File: src/rtl/header.vh
// Shared opcode, width and branch-predictor counter encodings.
`ifndef HEADER_VH
`define HEADER_VH

`define PC_WIDTH     32
`define DWIDTH       32
`define IMM_WIDTH    16
`define OPCODE_WIDTH 6

`define BEQ 6'b000100
`define BNE 6'b000101

`define BP_SNT 2'b00
`define BP_WNT 2'b01
`define BP_WT  2'b10
`define BP_ST  2'b11

`endif

File: src/rtl/branch_predict_unit_pkg.sv
// Types and helpers shared by the branch predictor files.
package branch_predict_unit_pkg;

    // Counter state written into an entry on reset and on allocation.
    localparam logic [1:0] CNT_RESET = 2'b01;
    localparam logic [1:0] CNT_ALLOC = 2'b10;

    // Kind of conditional branch decoded from the ID opcode.
    typedef enum logic [1:0] {
        BR_NONE = 2'd0,
        BR_EQ   = 2'd1,
        BR_NE   = 2'd2
    } br_kind_e;

    // Branch outcome from branch kind and operand equality.
    function automatic logic br_taken(input br_kind_e kind, input logic ops_equal);
        logic taken;
        case (kind)
            BR_EQ:   taken = ops_equal;
            BR_NE:   taken = ~ops_equal;
            default: taken = 1'b0;
        endcase
        return taken;
    endfunction

endpackage

File: src/rtl/sat_counter2.sv
// Next-state logic of a 2-bit saturating taken/not-taken counter.
`include "header.vh"

module sat_counter2
    import branch_predict_unit_pkg::*;
(
    input  logic [1:0] cnt,
    input  logic       taken,
    output logic [1:0] next_cnt
);

    // Step up on taken, down on not-taken, holding at both ends.
    always_comb begin
        next_cnt = cnt;
        case (cnt)
            `BP_SNT: next_cnt = taken ? `BP_WNT : `BP_SNT;
            `BP_WNT: next_cnt = taken ? `BP_WT  : `BP_SNT;
            `BP_WT:  next_cnt = taken ? `BP_ST  : `BP_WNT;
            `BP_ST:  next_cnt = taken ? `BP_ST  : `BP_WT;
            default: next_cnt = CNT_RESET;
        endcase
    end

endmodule

File: src/rtl/branch_predict_unit.sv
// Direct-mapped BTB with 2-bit counters: fetch-stage prediction,
// ID-stage branch resolution/redirect and branch statistics.
`include "header.vh"

module branch_predict_unit
    import branch_predict_unit_pkg::*;
#(
    parameter int PC_WIDTH  = `PC_WIDTH,
    parameter int DWIDTH    = `DWIDTH,
    parameter int IMM_WIDTH = `IMM_WIDTH,
    parameter int BTB_DEPTH = 16,
    parameter int CNT_WIDTH = 16
) (
    input  logic                     i_clk,
    input  logic                     i_rst,
    input  logic [PC_WIDTH-1:0]      i_if_pc,
    output logic                     o_pred_taken,
    output logic [PC_WIDTH-1:0]      o_pred_pc,
    input  logic                     i_branch,
    input  logic [`OPCODE_WIDTH-1:0] i_opcode,
    input  logic [PC_WIDTH-1:0]      i_id_pc,
    input  logic [PC_WIDTH-1:0]      i_pc,
    input  logic [IMM_WIDTH-1:0]     i_imm,
    input  logic [DWIDTH-1:0]        i_data_r1,
    input  logic [DWIDTH-1:0]        i_data_r2,
    input  logic                     i_pred_taken,
    input  logic [PC_WIDTH-1:0]      i_es_o_pc,
    input  logic                     i_es_o_change_pc,
    input  logic                     i_stall,
    output logic [PC_WIDTH-1:0]      o_pc,
    output logic                     o_compare,
    output logic [CNT_WIDTH-1:0]     o_branch_cnt,
    output logic [CNT_WIDTH-1:0]     o_mispredict_cnt
);

    localparam int IDX   = $clog2(BTB_DEPTH);
    localparam int TAG_W = PC_WIDTH - IDX - 2;

    // Branch-target buffer state.
    logic                valid_r  [BTB_DEPTH];
    logic [TAG_W-1:0]    tag_r    [BTB_DEPTH];
    logic [PC_WIDTH-1:0] target_r [BTB_DEPTH];
    logic [1:0]          cnt_r    [BTB_DEPTH];

    logic [CNT_WIDTH-1:0] branch_cnt_r;
    logic [CNT_WIDTH-1:0] mispredict_cnt_r;

    // Word-aligned PCs: the two byte-offset bits carry no index/tag info.
    logic unused_pc_bits_s;
    assign unused_pc_bits_s = ^{i_if_pc[1:0], i_id_pc[1:0]};

    logic [IDX-1:0]      lk_idx_s;
    logic [TAG_W-1:0]    lk_tag_s;
    logic [IDX-1:0]      up_idx_s;
    logic [TAG_W-1:0]    up_tag_s;
    logic                up_hit_s;
    logic [PC_WIDTH-1:0] target_s;
    br_kind_e            kind_s;
    logic                taken_s;
    logic                mispredict_s;
    logic [1:0]          next_cnt_s;

    assign lk_idx_s = i_if_pc[IDX+1:2];
    assign lk_tag_s = i_if_pc[PC_WIDTH-1:IDX+2];
    assign up_idx_s = i_id_pc[IDX+1:2];
    assign up_tag_s = i_id_pc[PC_WIDTH-1:IDX+2];
    assign up_hit_s = valid_r[up_idx_s] && (tag_r[up_idx_s] == up_tag_s);

    // Fetch lookup from registered state only; same-cycle updates are not bypassed.
    always_comb begin
        o_pred_taken = 1'b0;
        o_pred_pc    = {PC_WIDTH{1'b0}};
        if (valid_r[lk_idx_s] && (tag_r[lk_idx_s] == lk_tag_s) && cnt_r[lk_idx_s][1]) begin
            o_pred_taken = 1'b1;
            o_pred_pc    = target_r[lk_idx_s];
        end else begin
            o_pred_taken = 1'b0;
            o_pred_pc    = {PC_WIDTH{1'b0}};
        end
    end

    // Decode the ID opcode into a branch kind.
    always_comb begin
        kind_s = BR_NONE;
        if (i_opcode == `BEQ) begin
            kind_s = BR_EQ;
        end else if (i_opcode == `BNE) begin
            kind_s = BR_NE;
        end else begin
            kind_s = BR_NONE;
        end
    end

    assign target_s     = i_pc + {{(PC_WIDTH-IMM_WIDTH){i_imm[IMM_WIDTH-1]}}, i_imm};
    assign taken_s      = br_taken(kind_s, i_data_r1 == i_data_r2);
    assign mispredict_s = taken_s != i_pred_taken;

    // Redirect select: ID branch correction, else the execute-stage redirect.
    always_comb begin
        o_compare = 1'b0;
        o_pc      = {PC_WIDTH{1'b0}};
        if (i_branch) begin
            if (mispredict_s) begin
                o_compare = 1'b1;
                o_pc      = taken_s ? target_s : i_pc;
            end else begin
                o_compare = 1'b0;
                o_pc      = {PC_WIDTH{1'b0}};
            end
        end else begin
            o_compare = i_es_o_change_pc;
            o_pc      = i_es_o_pc;
        end
    end

    // One counter-update datapath shared by all entries at the update port.
    sat_counter2 u_sat_counter2 (
        .cnt      (cnt_r[up_idx_s]),
        .taken    (taken_s),
        .next_cnt (next_cnt_s)
    );

    // BTB update: train on hit, allocate on taken miss; reset wins.
    always_ff @(posedge i_clk) begin
        if (i_rst) begin
            for (int i = 0; i < BTB_DEPTH; i++) begin
                valid_r[i]  <= 1'b0;
                tag_r[i]    <= {TAG_W{1'b0}};
                target_r[i] <= {PC_WIDTH{1'b0}};
                cnt_r[i]    <= CNT_RESET;
            end
        end else if (i_branch && !i_stall) begin
            if (up_hit_s) begin
                cnt_r[up_idx_s]    <= next_cnt_s;
                target_r[up_idx_s] <= target_s;
            end else if (taken_s) begin
                valid_r[up_idx_s]  <= 1'b1;
                tag_r[up_idx_s]    <= up_tag_s;
                target_r[up_idx_s] <= target_s;
                cnt_r[up_idx_s]    <= CNT_ALLOC;
            end
        end
    end

    // Saturating branch and mispredict statistics, frozen while stalled.
    always_ff @(posedge i_clk) begin
        if (i_rst) begin
            branch_cnt_r     <= {CNT_WIDTH{1'b0}};
            mispredict_cnt_r <= {CNT_WIDTH{1'b0}};
        end else if (i_branch && !i_stall) begin
            if (branch_cnt_r != {CNT_WIDTH{1'b1}}) begin
                branch_cnt_r <= branch_cnt_r + {{(CNT_WIDTH-1){1'b0}}, 1'b1};
            end
            if (mispredict_s && (mispredict_cnt_r != {CNT_WIDTH{1'b1}})) begin
                mispredict_cnt_r <= mispredict_cnt_r + {{(CNT_WIDTH-1){1'b0}}, 1'b1};
            end
        end
    end

    assign o_branch_cnt     = branch_cnt_r;
    assign o_mispredict_cnt = mispredict_cnt_r;

endmodule

File: config.mk
export PLATFORM = sky130hd
export DESIGN_NAME = branch_predict_unit
export DESIGN_NICKNAME = d
export VERILOG_FILES = /design/src/rtl/branch_predict_unit_pkg.sv /design/src/rtl/sat_counter2.sv /design/src/rtl/branch_predict_unit.sv
export VERILOG_INCLUDE_DIRS = /design/src /design/src/rtl
export SDC_FILE = /design/constraint.sdc
export NUM_CORES = 2
export LEC_CHECK = 0
export CORE_MARGIN = 4
export CORE_UTILIZATION = 61
export CTS_CLUSTER_SIZE = 24
export DETAILED_ROUTE_END_ITERATION = 7
export PLACE_DENSITY = 0.82
export SLEW_MARGIN = 20
export SYNTH_ARGS = -nofsm -noshare
export SYNTH_HDL_FRONTEND = slang
export SYNTH_HIERARCHICAL = 1
export SYNTH_SLANG_ARGS = --single-unit
File: constraint.sdc
create_clock -name i_clk -period 7.3 [get_ports i_clk]
set_clock_uncertainty 0.15 [all_clocks]
set_input_delay 1.46 -clock i_clk [delete_from_list [all_inputs] [get_ports i_clk]]
set_output_delay 1.46 -clock i_clk [all_outputs]
set_load 0.05 [all_outputs]
==> results by group <==
STA
  • RSZ-0062 raised after global routing: false
  • Slew of the pin with the lowest slew margin: 0.9976 ns
  • Max-slew headroom: 0.3317
  • Max frequency: 146.9 MHz
  • Hold Vio Cnt, Final: 0
  • Period utilization: 0.9323
  • Minimum clock period: 6.806 ns
  • Final setup violation count: 0
  • Sum Neg Setup Slack: 0 ns
  • Pins over their slew limit: 0

Synth
  • Synth Instances: 3630
  • Top FF cell, synth: edfxtp_1
  • Syn Area/Cell: 14.03 um^2
  • Post-synth ARST share: 0
  • Distinct cell type count after synthesis: 72
  • Area leader, netlist: edfxtp_1
  • Synth top cells by count: edfxtp_1, nor2_1, mux4_2, nor2_2, clkbuf_1
  • Synth Register Bits: 1008
  • Area share of the largest cell type after synthesis: 0.5662
  • Count leader, synth: edfxtp_1
  • Synthesized net count: 3884
  • Synthesized cell area: 50920 um^2
  • Number of synthesized flops with an enable pin: 960
  • Synth Warn #: 6
  • Sequential fraction of the synthesis area: 0.5850
  • Synth area leaders: edfxtp_1, mux4_2, nor2_1, nor2_2, dfxtp_1

Power
  • Cell internal pwr: 10.12 mW
  • Switching share of power: 0.2591
  • Power Density: 231.9 nW/um^2
  • Worst vdd ir: 0.1934 mV
  • Clk network pwr share: 0.366
  • Leak: 20.40 nW
  • Sequential power share: 0.492
  • Switching power: 3.540 mW
  • Logic pwr share: 0.142

Floorplan
  • Core ar.: 82370 um^2
  • Ports: 318
  • Horiz. Die Dim: 296.9 um
  • Die footprint: 88160 um^2
  • Rows: 105
  • Die H: 296.9 um
  • Starting Density: 0.6181

GRT
  • Vias in the first global route: 36590
  • First-pass GRT wire length: 235800 um
  • Global route overflow: 0
  • Largest net degree at the start of global routing: 115
  • Initial antenna violation count: 6
  • Total track usage: 0.3629

Clock network
  • Post-cts sizing count: 0
  • Sink Count: 1008
  • Post-CTS setup buffer count: 0
  • # hold bufs at CTS: 0
  • Worst-Skew Late Latency: 0.68 ns
  • Clock slew at reported path FFs: 0.06 ns
  • H-tree depth: 3
  • CTS tree: built
  • Total CTS buffers: 100
  • Clock Tree Root: clkbuf_16
  • Max clock buf depth: 3

Placement
  • RePlAce Congestion: 0.9545
  • # port buffers: 313
  • DPL Wire Length: 94160 um

Drt
  • Residual DRC count: 1
  • Vias: 35920
  • Drt pass-1 iters: 8
  • Via-per-instance ratio: 7.102
  • Final wirelength: 161400 um
  • Antenna Nets Post-Route: 0
  • Routed len/inst: 31.92 um
  • Detailed Route Iter0 Violations: 5808

Cells and area
  • Share of layout cells above drive strength 1: 0.2659
  • Final net count: 4156
  • Ant diodes: 0
  • Area delta synth->final: 15.70%
  • Final core utilization: 0.7152

Worst hold path
  • WHS Path Cells: 2
  • Hold endpoint: valid_r[4]
  • HP Class: flip-flop to flip-flop
  • Hold_sp: valid_r[4]

Setup path
  • Reg2Reg Capture Point: cnt_r[12][1]
  • Crit path max fanout: 5
  • CP max-delay cell: a311oi_1
  • R2R depth: 11
  • Worst reg2reg path startpoint: tag_r[1][4]
  • Crit-path cells: clkdlybuf4s50_1 -> ha_1 -> a211oi_1 -> o2111ai_1 -> nand4_1 -> a32o_1 -> a31oi_1 -> buf_4 -> a311oi_1 -> nor3_1 -> nor4_1 -> a31oi_1 -> buf_4
  • Critical path type: primary input to primary output
  • Largest delay share family, worst path: compound AO/OA/AOI/OAI gates
  • CP max stage delay: 0.56 ns
  • CP Data Required Time: 5.69 ns
  • Startpoint types: primary input
  • Crit path DAT: 5.20 ns
  • CP Capture Type: primary output
  • WP buf/inv: 3
  • Reg-to-reg slack, setup: 2.54 ns

Job
  • Max Cap Viol: 0

Run status
  • Status: complete, but fails checks
  • Violated checks: design-rule violations
## state kept, by name, summed over array words and instances, names as in the netlist
name / flops
o_mispredict_cnt: 16
o_branch_cnt: 16
valid_r: 16
tag_r: 416
target_r: 512
cnt_r: 32
## worst max-delay path by stage
stage                    start       endpoint  slack (ns)  depth (start not counted)
detailed placement  i_if_pc[2]  o_pred_pc[12]        0.58                         13
CTS                 i_if_pc[2]  o_pred_pc[14]        0.56                         13
floorplan           i_if_pc[2]  o_pred_pc[10]        0.80                         10
global route        i_if_pc[2]   o_pred_pc[1]        0.28                         13
global placement       i_pc[0]       o_pc[16]        0.66                         14
finish                 i_pc[1]       o_pc[31]        0.49                         13
## per-layer routing
layer  vias to the layer above  routed length [um]  GRT usage
met5                         -                  40          0
met4                         6               11450     0.2119
met3                       793               24830     0.1028
met2                      3554               75820     0.5812
met1                     17440               49280     0.4468
li1                      14120                   -          -
## layout by cell type (no fill, tap or decap), types with 61 or more instances in the layout
master,Yosys,final
a21oi_1,76,76
buf_12,1,62
buf_4,14,153
clkbuf_16,0,101
clkdlybuf4s50_1,0,244
edfxtp_1,960,960
mux4_2,397,397
nand2_1,72,72
nor2_1,839,838
nor2_2,214,215
xor2_1,64,61
## metrics by stage
stage	worst slack (ns)	cell area, um^2	power, mW	hold WS, ns	instances
finish	0.4939	58910	13.66	0.3523	5057
global route	0.2819	58910	13.98	0.3834	5057
CTS	0.5552	58900	13.60	0.3486	5057
detailed placement	0.5809	55810	8.688	0.3327	4870
global placement	0.6579	55810	8.634	0.3218	4870
floorplan	0.7969	50920	7.939	0.3053	3630
## power groups by stage
stage,logic [mW],registers (mW),clock network (mW)
3_3_place_gp,1.85,6.78,0
4_1_cts,1.90,6.71,4.99
2_1_floorplan,1.17,6.77,0
3_5_place_dp,1.87,6.81,0
5_1_grt,2.01,6.73,5.24
6_report,1.94,6.72,5.00
## area by class of cell
| cell class | count | area, um^2 |
|---|---|---|
| clock inverters | 54 | 439.2 |
| fillers | 4898 | 23460 |
| clock buffers | 133 | 2648 |
| flip-flops and latches | 1008 | 29790 |
| multi-input cells | 2260 | 19550 |
| repair buffers | 466 | 4905 |
| well taps | 1070 | 1339 |
| inverters | 66 | 247.7 |
## tightest hold or removal path: cells and delay by family, from the launching register on
| kind | cells | cell delay (ns) |
|---|---|---|
| DFF | 1 | 0.33 |
| buffers and inverters | 1 | 0.05 |
| AOI/OAI and AO/OA | 1 | 0.07 |
## logic make-up after synthesis
group	after synthesis	synth area share
simple gates	1378	0.1278
flops	1008	0.5850
mux	451	0.1863
buf+inv	362	0.03516
compound gates	261	0.03369
xor+xnor	134	0.02305
fa+ha+maj	36	0.008945
Power figures use the tool's default switching activity.
